[config.mk]
export PLATFORM = sky130hd
export DESIGN_NAME = pipelined_control_unit
export DESIGN_NICKNAME = d
export VERILOG_FILES = /design/src/rtl/pipelined_control_unit.sv
export SDC_FILE = /design/constraint.sdc
export NUM_CORES = 1
export LEC_CHECK = 0
export ABC_AREA = 1
export BUFFER_PORTS_ARGS = -buffer_cell sky130_fd_sc_hd__buf_2
export CAP_MARGIN = 20
export CORE_MARGIN = 3
export CORE_UTILIZATION = 51
export CTS_CLUSTER_SIZE = 10
export DETAILED_ROUTE_END_ITERATION = 12
export PLACE_DENSITY = 0.86
export SLEW_MARGIN = 20
export SYNTH_ARGS = -nofsm -noshare
export SYNTH_HDL_FRONTEND = slang
export SYNTH_SLANG_ARGS = --single-unit
export TNS_END_PERCENT = 100
[constraint.sdc]
create_clock -name clk -period 1.45 [get_ports clk]
set_input_delay 0.145 -clock clk [delete_from_list [all_inputs] [get_ports clk]]
set_output_delay 0.145 -clock clk [all_outputs]
set_load 0.005 [all_outputs]
[src/rtl/pipelined_control_unit.sv]
// Registered RV32I control decode with a data-bus req/ack sequencer.
// Memory ops stall the pipeline through MEM (bus wait) and an optional FILL phase.
module pipelined_control_unit #(
  parameter int unsigned LOAD_FILL   = 1,
  parameter int unsigned BUS_TIMEOUT = 16,
  parameter int unsigned CNT_W       = 8
) (
  input  logic       clk,
  input  logic       reset,
  input  logic       instr_valid,
  input  logic [6:0] opcode,
  input  logic [2:0] func3,
  input  logic       bus_ack,
  output logic       cs_valid,
  output logic [2:0] cs_imm_src,
  output logic       cs_reg_write,
  output logic       cs_reg_1_zero,
  output logic       cs_alu_src,
  output logic       cs_alu_pc,
  output logic [1:0] cs_alu_control,
  output logic [1:0] cs_mem_to_reg,
  output logic [1:0] cs_branch_op,
  output logic       cs_end_isr,
  output logic [1:0] cs_mem_width,
  output logic       cs_load_signed,
  output logic       bus_read,
  output logic       bus_write,
  output logic       stall,
  output logic       bus_fault
);

  localparam logic [6:0] OP_R      = 7'b0110011;
  localparam logic [6:0] OP_IMM    = 7'b0010011;
  localparam logic [6:0] OP_BRANCH = 7'b1100011;
  localparam logic [6:0] OP_JAL    = 7'b1101111;
  localparam logic [6:0] OP_JALR   = 7'b1100111;
  localparam logic [6:0] OP_LOAD   = 7'b0000011;
  localparam logic [6:0] OP_STORE  = 7'b0100011;
  localparam logic [6:0] OP_LUI    = 7'b0110111;
  localparam logic [6:0] OP_MRET   = 7'b1111111;
  localparam logic [6:0] OP_AUIPC  = 7'b0010111;

  localparam int FILL_LAST_I = (LOAD_FILL > 0) ? int'(LOAD_FILL) - 1 : 0;
  localparam logic [CNT_W-1:0] TO_LAST   = CNT_W'(BUS_TIMEOUT - 1);
  localparam logic [CNT_W-1:0] FILL_LAST = CNT_W'(FILL_LAST_I);

  typedef enum logic [1:0] {RUN = 2'd0, MEM = 2'd1, FILL = 2'd2} state_t;

  typedef struct packed {
    logic [2:0] imm_src;
    logic       reg_write;
    logic       reg_1_zero;
    logic       alu_src;
    logic       alu_pc;
    logic [1:0] alu_control;
    logic [1:0] mem_to_reg;
    logic [1:0] branch_op;
    logic       end_isr;
    logic [1:0] mem_width;
    logic       load_signed;
  } cs_t;

  state_t           state_q, state_d;
  logic [CNT_W-1:0] cnt_q, cnt_d;
  cs_t              cs_q, cs_d, dec;
  logic             cs_valid_q, cs_valid_d;
  logic             rd_q, rd_d;
  logic             wr_q, wr_d;
  logic             fault_q, fault_d;

  always_comb begin
    dec = '0;
    case (opcode)
      OP_R:      {dec.imm_src, dec.reg_write, dec.reg_1_zero, dec.alu_src, dec.alu_pc, dec.alu_control,
                  dec.mem_to_reg, dec.branch_op, dec.end_isr} = 14'b000_1_0_0_0_11_00_00_0;
      OP_IMM:    {dec.imm_src, dec.reg_write, dec.reg_1_zero, dec.alu_src, dec.alu_pc, dec.alu_control,
                  dec.mem_to_reg, dec.branch_op, dec.end_isr} = 14'b001_1_0_1_0_10_00_00_0;
      OP_BRANCH: {dec.imm_src, dec.reg_write, dec.reg_1_zero, dec.alu_src, dec.alu_pc, dec.alu_control,
                  dec.mem_to_reg, dec.branch_op, dec.end_isr} = 14'b011_0_0_0_0_01_00_01_0;
      OP_JAL:    {dec.imm_src, dec.reg_write, dec.reg_1_zero, dec.alu_src, dec.alu_pc, dec.alu_control,
                  dec.mem_to_reg, dec.branch_op, dec.end_isr} = 14'b100_1_1_1_0_00_10_10_0;
      OP_JALR:   {dec.imm_src, dec.reg_write, dec.reg_1_zero, dec.alu_src, dec.alu_pc, dec.alu_control,
                  dec.mem_to_reg, dec.branch_op, dec.end_isr} = 14'b001_1_0_1_0_00_10_11_0;
      OP_LOAD:   {dec.imm_src, dec.reg_write, dec.reg_1_zero, dec.alu_src, dec.alu_pc, dec.alu_control,
                  dec.mem_to_reg, dec.branch_op, dec.end_isr} = 14'b001_1_0_1_0_00_01_00_0;
      OP_STORE:  {dec.imm_src, dec.reg_write, dec.reg_1_zero, dec.alu_src, dec.alu_pc, dec.alu_control,
                  dec.mem_to_reg, dec.branch_op, dec.end_isr} = 14'b010_0_0_1_0_00_00_00_0;
      OP_LUI:    {dec.imm_src, dec.reg_write, dec.reg_1_zero, dec.alu_src, dec.alu_pc, dec.alu_control,
                  dec.mem_to_reg, dec.branch_op, dec.end_isr} = 14'b000_1_1_1_0_00_00_00_0;
      OP_MRET:   {dec.imm_src, dec.reg_write, dec.reg_1_zero, dec.alu_src, dec.alu_pc, dec.alu_control,
                  dec.mem_to_reg, dec.branch_op, dec.end_isr} = 14'b000_0_0_0_0_00_00_00_1;
      OP_AUIPC:  {dec.imm_src, dec.reg_write, dec.reg_1_zero, dec.alu_src, dec.alu_pc, dec.alu_control,
                  dec.mem_to_reg, dec.branch_op, dec.end_isr} = 14'b000_1_0_1_1_00_00_00_0;
      default:   dec = '0;
    endcase
    if (opcode == OP_LOAD || opcode == OP_STORE) begin
      case (func3[1:0])
        2'b00:   dec.mem_width = 2'b10;
        2'b01:   dec.mem_width = 2'b01;
        default: dec.mem_width = 2'b00;
      endcase
    end
    dec.load_signed = (opcode == OP_LOAD) ? ~func3[2] : 1'b0;
  end

  always_comb begin
    state_d    = state_q;
    cnt_d      = cnt_q;
    cs_d       = cs_q;
    cs_valid_d = 1'b0;
    rd_d       = rd_q;
    wr_d       = wr_q;
    fault_d    = 1'b0;
    case (state_q)
      RUN: begin
        if (instr_valid) begin
          cs_d       = dec;
          cs_valid_d = 1'b1;
          cnt_d      = '0;
          if (opcode == OP_LOAD) begin
            state_d = MEM;
            rd_d    = 1'b1;
          end else if (opcode == OP_STORE) begin
            state_d = MEM;
            wr_d    = 1'b1;
          end
        end
      end
      MEM: begin
        // An ack arriving on the timeout cycle still completes the access.
        if (bus_ack) begin
          rd_d    = 1'b0;
          wr_d    = 1'b0;
          cnt_d   = '0;
          state_d = (rd_q && LOAD_FILL > 0) ? FILL : RUN;
        end else if (cnt_q == TO_LAST) begin
          rd_d             = 1'b0;
          wr_d             = 1'b0;
          cnt_d            = '0;
          state_d          = RUN;
          fault_d          = 1'b1;
          cs_d.reg_write   = 1'b0;
        end else begin
          cnt_d = cnt_q + CNT_W'(1);
        end
      end
      FILL: begin
        if (cnt_q == FILL_LAST) begin
          cnt_d   = '0;
          state_d = RUN;
        end else begin
          cnt_d = cnt_q + CNT_W'(1);
        end
      end
      default: begin
        state_d = RUN;
        cnt_d   = '0;
        rd_d    = 1'b0;
        wr_d    = 1'b0;
      end
    endcase
  end

  always_ff @(posedge clk) begin
    if (reset) begin
      state_q    <= RUN;
      cnt_q      <= '0;
      cs_q       <= '0;
      cs_valid_q <= 1'b0;
      rd_q       <= 1'b0;
      wr_q       <= 1'b0;
      fault_q    <= 1'b0;
    end else begin
      state_q    <= state_d;
      cnt_q      <= cnt_d;
      cs_q       <= cs_d;
      cs_valid_q <= cs_valid_d;
      rd_q       <= rd_d;
      wr_q       <= wr_d;
      fault_q    <= fault_d;
    end
  end

  assign cs_valid       = cs_valid_q;
  assign cs_imm_src     = cs_q.imm_src;
  assign cs_reg_write   = cs_q.reg_write;
  assign cs_reg_1_zero  = cs_q.reg_1_zero;
  assign cs_alu_src     = cs_q.alu_src;
  assign cs_alu_pc      = cs_q.alu_pc;
  assign cs_alu_control = cs_q.alu_control;
  assign cs_mem_to_reg  = cs_q.mem_to_reg;
  assign cs_branch_op   = cs_q.branch_op;
  assign cs_end_isr     = cs_q.end_isr;
  assign cs_mem_width   = cs_q.mem_width;
  assign cs_load_signed = cs_q.load_signed;
  assign bus_read       = rd_q;
  assign bus_write      = wr_q;
  assign stall          = (state_q != RUN);
  assign bus_fault      = fault_q;

endmodule

# Word-level counts from Yosys, hierarchy flattened
# Index checks and enable logic that the tools add are counted.
[word_totals]
ff_bits = 31
out_inout_bits = 22
in_bits = 14
elab_cells = 89
[classes]
muxes = 31
bitwise = 4
addsub = 1
n_eq_ne = 23
n_reduce_logical = 13
[op_table]
columns = ["op", "n"]
rows = [
  ["case mux 14 bit (10 select lines)", 1],
  ["two-way mux 8 bit", 4],
  ["== test 7 bit (second input constant)", 4],
  ["case mux 8 bit (3 select lines)", 1],
  ["== test 7 x 6 -> 1 bit (second input constant)", 3],
  ["two-way mux 2 bit", 8],
  ["== test 7 x 5 -> 1 bit (second input constant)", 2],
  ["two-way mux 14 bit", 1],
  ["!= test 2 bit (second input constant)", 7],
  ["AND reduction 4 bit", 3],
  ["two-way mux 1 bit", 11],
  ["adder 8 x 1 -> 8 bit (second input constant)", 1],
  ["== test 8 x 4 -> 1 bit (second input constant)", 1],
  ["zero test 8 bit", 1],
  ["== test 7 x 2 -> 1 bit (second input constant)", 1],
  ["!= test 3 bit (second input constant)", 2],
  ["case mux 1 bit (3 select lines)", 2],
  ["case mux 2 bit (3 select lines)", 1],
  ["AND reduction 5 bit", 1],
  ["== test 2 x 1 -> 1 bit (second input constant)", 2],
  ["zero test 2 bit", 2],
  ["inverter 1 bit", 4],
  ["case mux 2 bit (2 select lines)", 1],
  ["nonzero test 2 bit", 2],
  ["other kinds (6)", 6],
]

# Depth between registers and ports, before layout
[depth]
ltp_word = 5
depth_mapped = 10
mapped_depth_nobuf = 9

# Worst setup path after synthesis
# Ideal clock, no wire load.
[synth_path]
path_kind = "flip-flop to flip-flop"
from = "register state_q[0]"
to = "register cnt_q[3]"
t_arrival_ns = 1.213
setup_time_ns = 0.119
slack_ns = 0.119
stages_incl_launch_ff = 8
required_time_ns = 1.331
synth_period_minus_slack_ns = 1.331
path_cell_list = "dfxtp_1 -> inv_1 -> ha_1 -> nand2_1 -> buf_4 -> inv_1 -> o21ai_0 -> nor2_2"
[synth_between]
elab_chain_cells = 2
[synth_lines]
columns = ["item", "line_no", "text"]
rows = [
  ["start: declaration", "63", "state_t state_q, state_d;"],
  ["start signal: assignment", "174", "state_q <= state_d;"],
  ["== test 2 bit, or another cell as far along", "114", "case (state_q)"],
  ["case mux 8 bit (3 select lines) / != test 2 bit (equally long branches)", "n/a", ""],
  ["end signal: assignment", "175", "cnt_q <= cnt_d;"],
  ["end: declaration", "64", "logic [CNT_W-1:0] cnt_q, cnt_d;"],
]
# Several ways; a longest one is shown, not always the timed one.
# A chain may end at the register's enable or synchronous reset.

# Worst setup path after layout
[layout_path]
from = "register state_q[1]"
to = "register cnt_q[4]"
# The elaborated chain is that of the path after synthesis.

==> impl_metrics.xml <==
<?xml version="1.0" encoding="UTF-8"?>
<metrics>
  <group name="power">
    <metric name="p_comb_share" unit="%">46.4</metric>
    <metric name="power.switching_fraction" unit="%">39.7</metric>
    <metric name="intPower" unit="W">0.00158</metric>
    <metric name="vdd_drop_max" unit="mV">0.721</metric>
    <metric name="static-leakage-power" unit="nW">0.911</metric>
    <metric name="switching_power" unit="W">0.00104</metric>
    <metric name="proportion_of_power_drawn_by_flip_flops_and_latches" unit="%">35.6</metric>
    <metric name="power.clock.fraction" unit="%">17.9</metric>
    <metric name="power_density" unit="mW/mm2">1300</metric>
  </group>
  <group name="die">
    <metric name="rows" unit="">20</metric>
    <metric name="die_height" unit="um">63.1</metric>
    <metric name="design.portCount" unit="">36</metric>
    <metric name="core" unit="mm2">0.00308</metric>
    <metric name="initial_core_util" unit="%">54.0</metric>
    <metric name="fp.dieArea" unit="mm2">0.00398</metric>
    <metric name="die_width" unit="um">63.1</metric>
  </group>
  <group name="logic_synthesis">
    <metric name="cells_after_synthesis" unit="">231</metric>
    <metric name="async_reset_ff_share" unit="%">0</metric>
    <metric name="yosys-top-cells-area" unit="">sky130_fd_sc_hd__dfxtp_1 36%, sky130_fd_sc_hd__nand2_1 12%, sky130_fd_sc_hd__nand3_1 6.9%, sky130_fd_sc_hd__a21oi_1 5.7%, sky130_fd_sc_hd__nor2_1 4.5%</metric>
    <metric name="post_synth_instance_area" unit="mm2">0.00166</metric>
    <metric name="yosysSeqAreaShare" unit="%">36.1</metric>
    <metric name="ys_seq_elements" unit="">30</metric>
    <metric name="synth_enable_flop_cells" unit="">0</metric>
    <metric name="avg_inst_size_synth" unit="um2">7.20</metric>
    <metric name="netlist.area_leader.share" unit="%">36.1</metric>
    <metric name="ys_dominant_reg_cell" unit="">sky130_fd_sc_hd__dfxtp_1</metric>
    <metric name="synth_fp_nets" unit="">250</metric>
    <metric name="yosysUniqueCellTypes" unit="">30</metric>
    <metric name="synthesis.yosys.warnings" unit="">0</metric>
    <metric name="synth.largest_area_cell" unit="">sky130_fd_sc_hd__dfxtp_1</metric>
  </group>
  <group name="route">
    <metric name="routed_wirelength" unit="mm">3.69</metric>
    <metric name="drt_first_iter_violations" unit="">81</metric>
    <metric name="drt.antenna.violating_nets" unit="">0</metric>
    <metric name="routed_via_density" unit="">5.02</metric>
    <metric name="detailroute.via_count" unit="">1600</metric>
    <metric name="detailedRoute.firstPassIterationCount" unit="">4</metric>
    <metric name="detail_route.wl_per_cell" unit="um">11.6</metric>
    <metric name="drc" unit="">0</metric>
  </group>
  <group name="global_route">
    <metric name="grt_overflow" unit="">0</metric>
    <metric name="maximum_number_of_pins_on_one_net_before_global_route_repair" unit="">12</metric>
    <metric name="antenna_found_initial" unit="">0</metric>
    <metric name="grt_usage" unit="%">19.5</metric>
    <metric name="grt_pass1_wl" unit="mm">6.20</metric>
    <metric name="first_global_vias" unit="">1449</metric>
  </group>
  <group name="setup_path">
    <metric name="worstRegToRegCells" unit="">9</metric>
    <metric name="critical_path.most_common_cell" unit="">sky130_fd_sc_hd__nand2_2</metric>
    <metric name="kind_of_end_point_of_the_critical_path" unit="">register</metric>
    <metric name="timing.setup.critical_path_class" unit="">reg2reg</metric>
    <metric name="cp.arrival" unit="ps">1630</metric>
    <metric name="cp_slowest_stage_delay" unit="ps">360</metric>
    <metric name="crit_chain" unit="">inv_2 &gt; ha_1 &gt; nand2_1 &gt; o21bai_4 &gt; nand2_2 &gt; nand2_2 &gt; nand2_2 &gt; nand2_4 &gt; nor2_1</metric>
    <metric name="crit_path_max_fanout" unit="">6</metric>
    <metric name="start_kind" unit="">register</metric>
    <metric name="critical_path_s_slowest_cell" unit="">sky130_fd_sc_hd__dfxtp_1</metric>
    <metric name="cp_data_required_time" unit="ps">1670</metric>
  </group>
  <group name="timing">
    <metric name="grt_setup_unrepaired" unit="">yes</metric>
    <metric name="finalWorstPathRequiredPeriod" unit="ps">1400</metric>
    <metric name="finalClockSkew" unit="ps">8.27</metric>
    <metric name="period_share" unit="%">96.9</metric>
    <metric name="setup-violations-final" unit="">0</metric>
    <metric name="timing_hold_violations_final" unit="">0</metric>
    <metric name="timing.max_slew.rel_slack" unit="%">77.4</metric>
    <metric name="post-route-worst-setup-slack" unit="ps">45.6</metric>
    <metric name="maxSlewViolCount" unit="">0</metric>
    <metric name="finalSetupTns" unit="ps">0</metric>
    <metric name="worstMarginPinSlew" unit="ps">337</metric>
    <metric name="peak_clock_frequency_supported_by_timing" unit="MHz">712</metric>
  </group>
  <group name="final_layout">
    <metric name="fillCellCount" unit="">287</metric>
    <metric name="fin_nets" unit="">295</metric>
    <metric name="insertedDiodeCount" unit="">0</metric>
    <metric name="largest_register_ff_count" unit="">8</metric>
    <metric name="stdcell_count" unit="">319</metric>
    <metric name="regMostFlops" unit="">cnt_q</metric>
    <metric name="post-route-util" unit="%">65.3</metric>
    <metric name="final_layout_size_suffix_gt1_share" unit="%">33.5</metric>
    <metric name="area_growth_syn_to_layout" unit="%">20.8</metric>
  </group>
  <group name="placement">
    <metric name="placed_cells_incl_taps" unit="">311</metric>
    <metric name="post-dp-hpwl" unit="mm">2.86</metric>
    <metric name="preCtsSetupSlack" unit="ps">13.4</metric>
    <metric name="gpl.final_weighted_congestion" unit="">0.856</metric>
    <metric name="port_buffers" unit="">35</metric>
  </group>
  <group name="clock_network">
    <metric name="clock_sink_count" unit="">30</metric>
    <metric name="clk_latency" unit="ps">330</metric>
    <metric name="clock-root-buffer" unit="">sky130_fd_sc_hd__clkbuf_4</metric>
    <metric name="cts-hold-fix-buffers" unit="">0</metric>
    <metric name="clkTransAtPathRegs" unit="ps">90</metric>
    <metric name="cts_inserted_buffers" unit="">5</metric>
    <metric name="clock_path_buffers" unit="">2</metric>
    <metric name="cts_tree" unit="">built</metric>
    <metric name="cts_htree_levels" unit="">2</metric>
  </group>
  <group name="outcome">
    <metric name="outcome" unit="">completed</metric>
  </group>
  <group name="hold_path">
    <metric name="hold_path_class" unit="">in2reg</metric>
    <metric name="min_path_cells" unit="">2</metric>
  </group>
  <group name="run">
    <metric name="maxCapViolations" unit="">0</metric>
  </group>
</metrics>
## final cells by class
cell class                 count  area (um2)  area share (%)
inverter                      29         113            5.60
multi-input combinational    166         950            47.3
timing repair inverter         1        5.00           0.249
clock buffer                   6        51.3            2.55
sequential                    30         601            29.9
timing repair buffer          43         235            11.7
tap                           44        55.1            2.74
## worst max-delay path: cells and delay by family (launching register included)
family / cells / cell delay, ps
adder cells (fa/ha/maj): 1 / 200
AND/OR/NAND/NOR: 6 / 500
AO/OA/AOI/OAI: 1 / 160
buffers and inverters: 1 / 70
flip-flops: 1 / 360
## repair_timing
item / CTS / global route
setup endpoints to repair: 1 / 24
resized for setup: 0 / 13
buffers inserted: 0 / 1
cloned: 0 / 1
pin swaps: 0 / 3
## cell usage after synthesis (2+ instances only)
master and count:
sky130_fd_sc_hd__a21oi_1 19, sky130_fd_sc_hd__ha_1 5, sky130_fd_sc_hd__o31ai_1 2, sky130_fd_sc_hd__nor2_2 8, sky130_fd_sc_hd__xor2_1 2, sky130_fd_sc_hd__nand4_1 4, sky130_fd_sc_hd__inv_1 19, sky130_fd_sc_hd__dfxtp_1 30
sky130_fd_sc_hd__clkbuf_1 2, sky130_fd_sc_hd__o21ai_0 8, sky130_fd_sc_hd__nor2_1 20, sky130_fd_sc_hd__buf_4 3, sky130_fd_sc_hd__nand2_1 55, sky130_fd_sc_hd__nand3_1 23, sky130_fd_sc_hd__nand2_4 2, sky130_fd_sc_hd__nand3b_1 2
sky130_fd_sc_hd__nor2_4 2, sky130_fd_sc_hd__inv_2 9, sky130_fd_sc_hd__nand2_2 5
## power by group through the flow
stage	Clock, W	Combinational, W	Sequential [W]
6_report	0.000470	0.00122	0.000932
5_1_grt	0.000526	0.00134	0.000940
4_1_cts	0.000479	0.00108	0.000926
3_5_place_dp	0	0.00106	0.000945
3_3_place_gp	0	0.00105	0.000941
2_1_floorplan	0	0.000788	0.000942
## layer usage
| layer | global-route usage, % | part of all wire (%) | up-vias |
|---|---|---|---|
| li1 | - | - | 837 |
| met1 | 24.9 | 48 | 712 |
| met2 | 31.0 | 44 | 44 |
| met3 | 5.17 | 6.0 | 7 |
| met4 | 8.26 | 1.6 | 0 |
| met5 | 0 | 0 | - |
## cell families (layout without fill, tap and decap cells)
family	after synthesis	count (layout)	synth area share (%)
flops	30	30	36.1
fa+ha+maj	5	5	3.76
simple gates	126	126	37.4
buf+inv	35	79	9.03
xor+xnor	2	2	1.05
compound gates	33	33	12.6
## cell usage in the layout (no fill, tap or decap), types with 4 or more instances in the layout
master / n
sky130_fd_sc_hd__a21oi_1: 19
sky130_fd_sc_hd__buf_2: 35
sky130_fd_sc_hd__buf_4: 8
sky130_fd_sc_hd__clkbuf_4: 5
sky130_fd_sc_hd__dfxtp_1: 30
sky130_fd_sc_hd__inv_1: 15
sky130_fd_sc_hd__inv_2: 12
sky130_fd_sc_hd__nand2_1: 54
sky130_fd_sc_hd__nand2_2: 5
sky130_fd_sc_hd__nand3_1: 22
sky130_fd_sc_hd__nand4_1: 4
sky130_fd_sc_hd__nor2_1: 19
sky130_fd_sc_hd__nor2_2: 9
sky130_fd_sc_hd__o21ai_0: 7
## per-stage QoR
step / area (um2) / total power, W / hold WS, ps
floorplan: 1660 / 0.00173 / 214
global placement: 1900 / 0.00199 / 358
detailed placement: 1900 / 0.00201 / 364
CTS: 1960 / 0.00248 / 24.1
global route: 2010 / 0.00281 / 23.6
finish: 2010 / 0.00262 / 26.9
## path summary, 6_finish.rpt
path | to | slack (ps) | start
worst max register to register | cnt_q[4]$_SDFFE_PP0N_ | 50 | state_q[1]$_SDFFE_PP0P_
worst min-delay path | cs_mem_width[1]$_SDFFE_PP0P_ | 30 | func3[1]
worst max-delay path | cnt_q[4]$_SDFFE_PP0N_ | 50 | state_q[1]$_SDFFE_PP0P_
worst min register to register | bus_write$_SDFFE_PP0P_ | 460 | bus_write$_SDFFE_PP0P_
No activity file was read; power rests on OpenSTA's default activity.
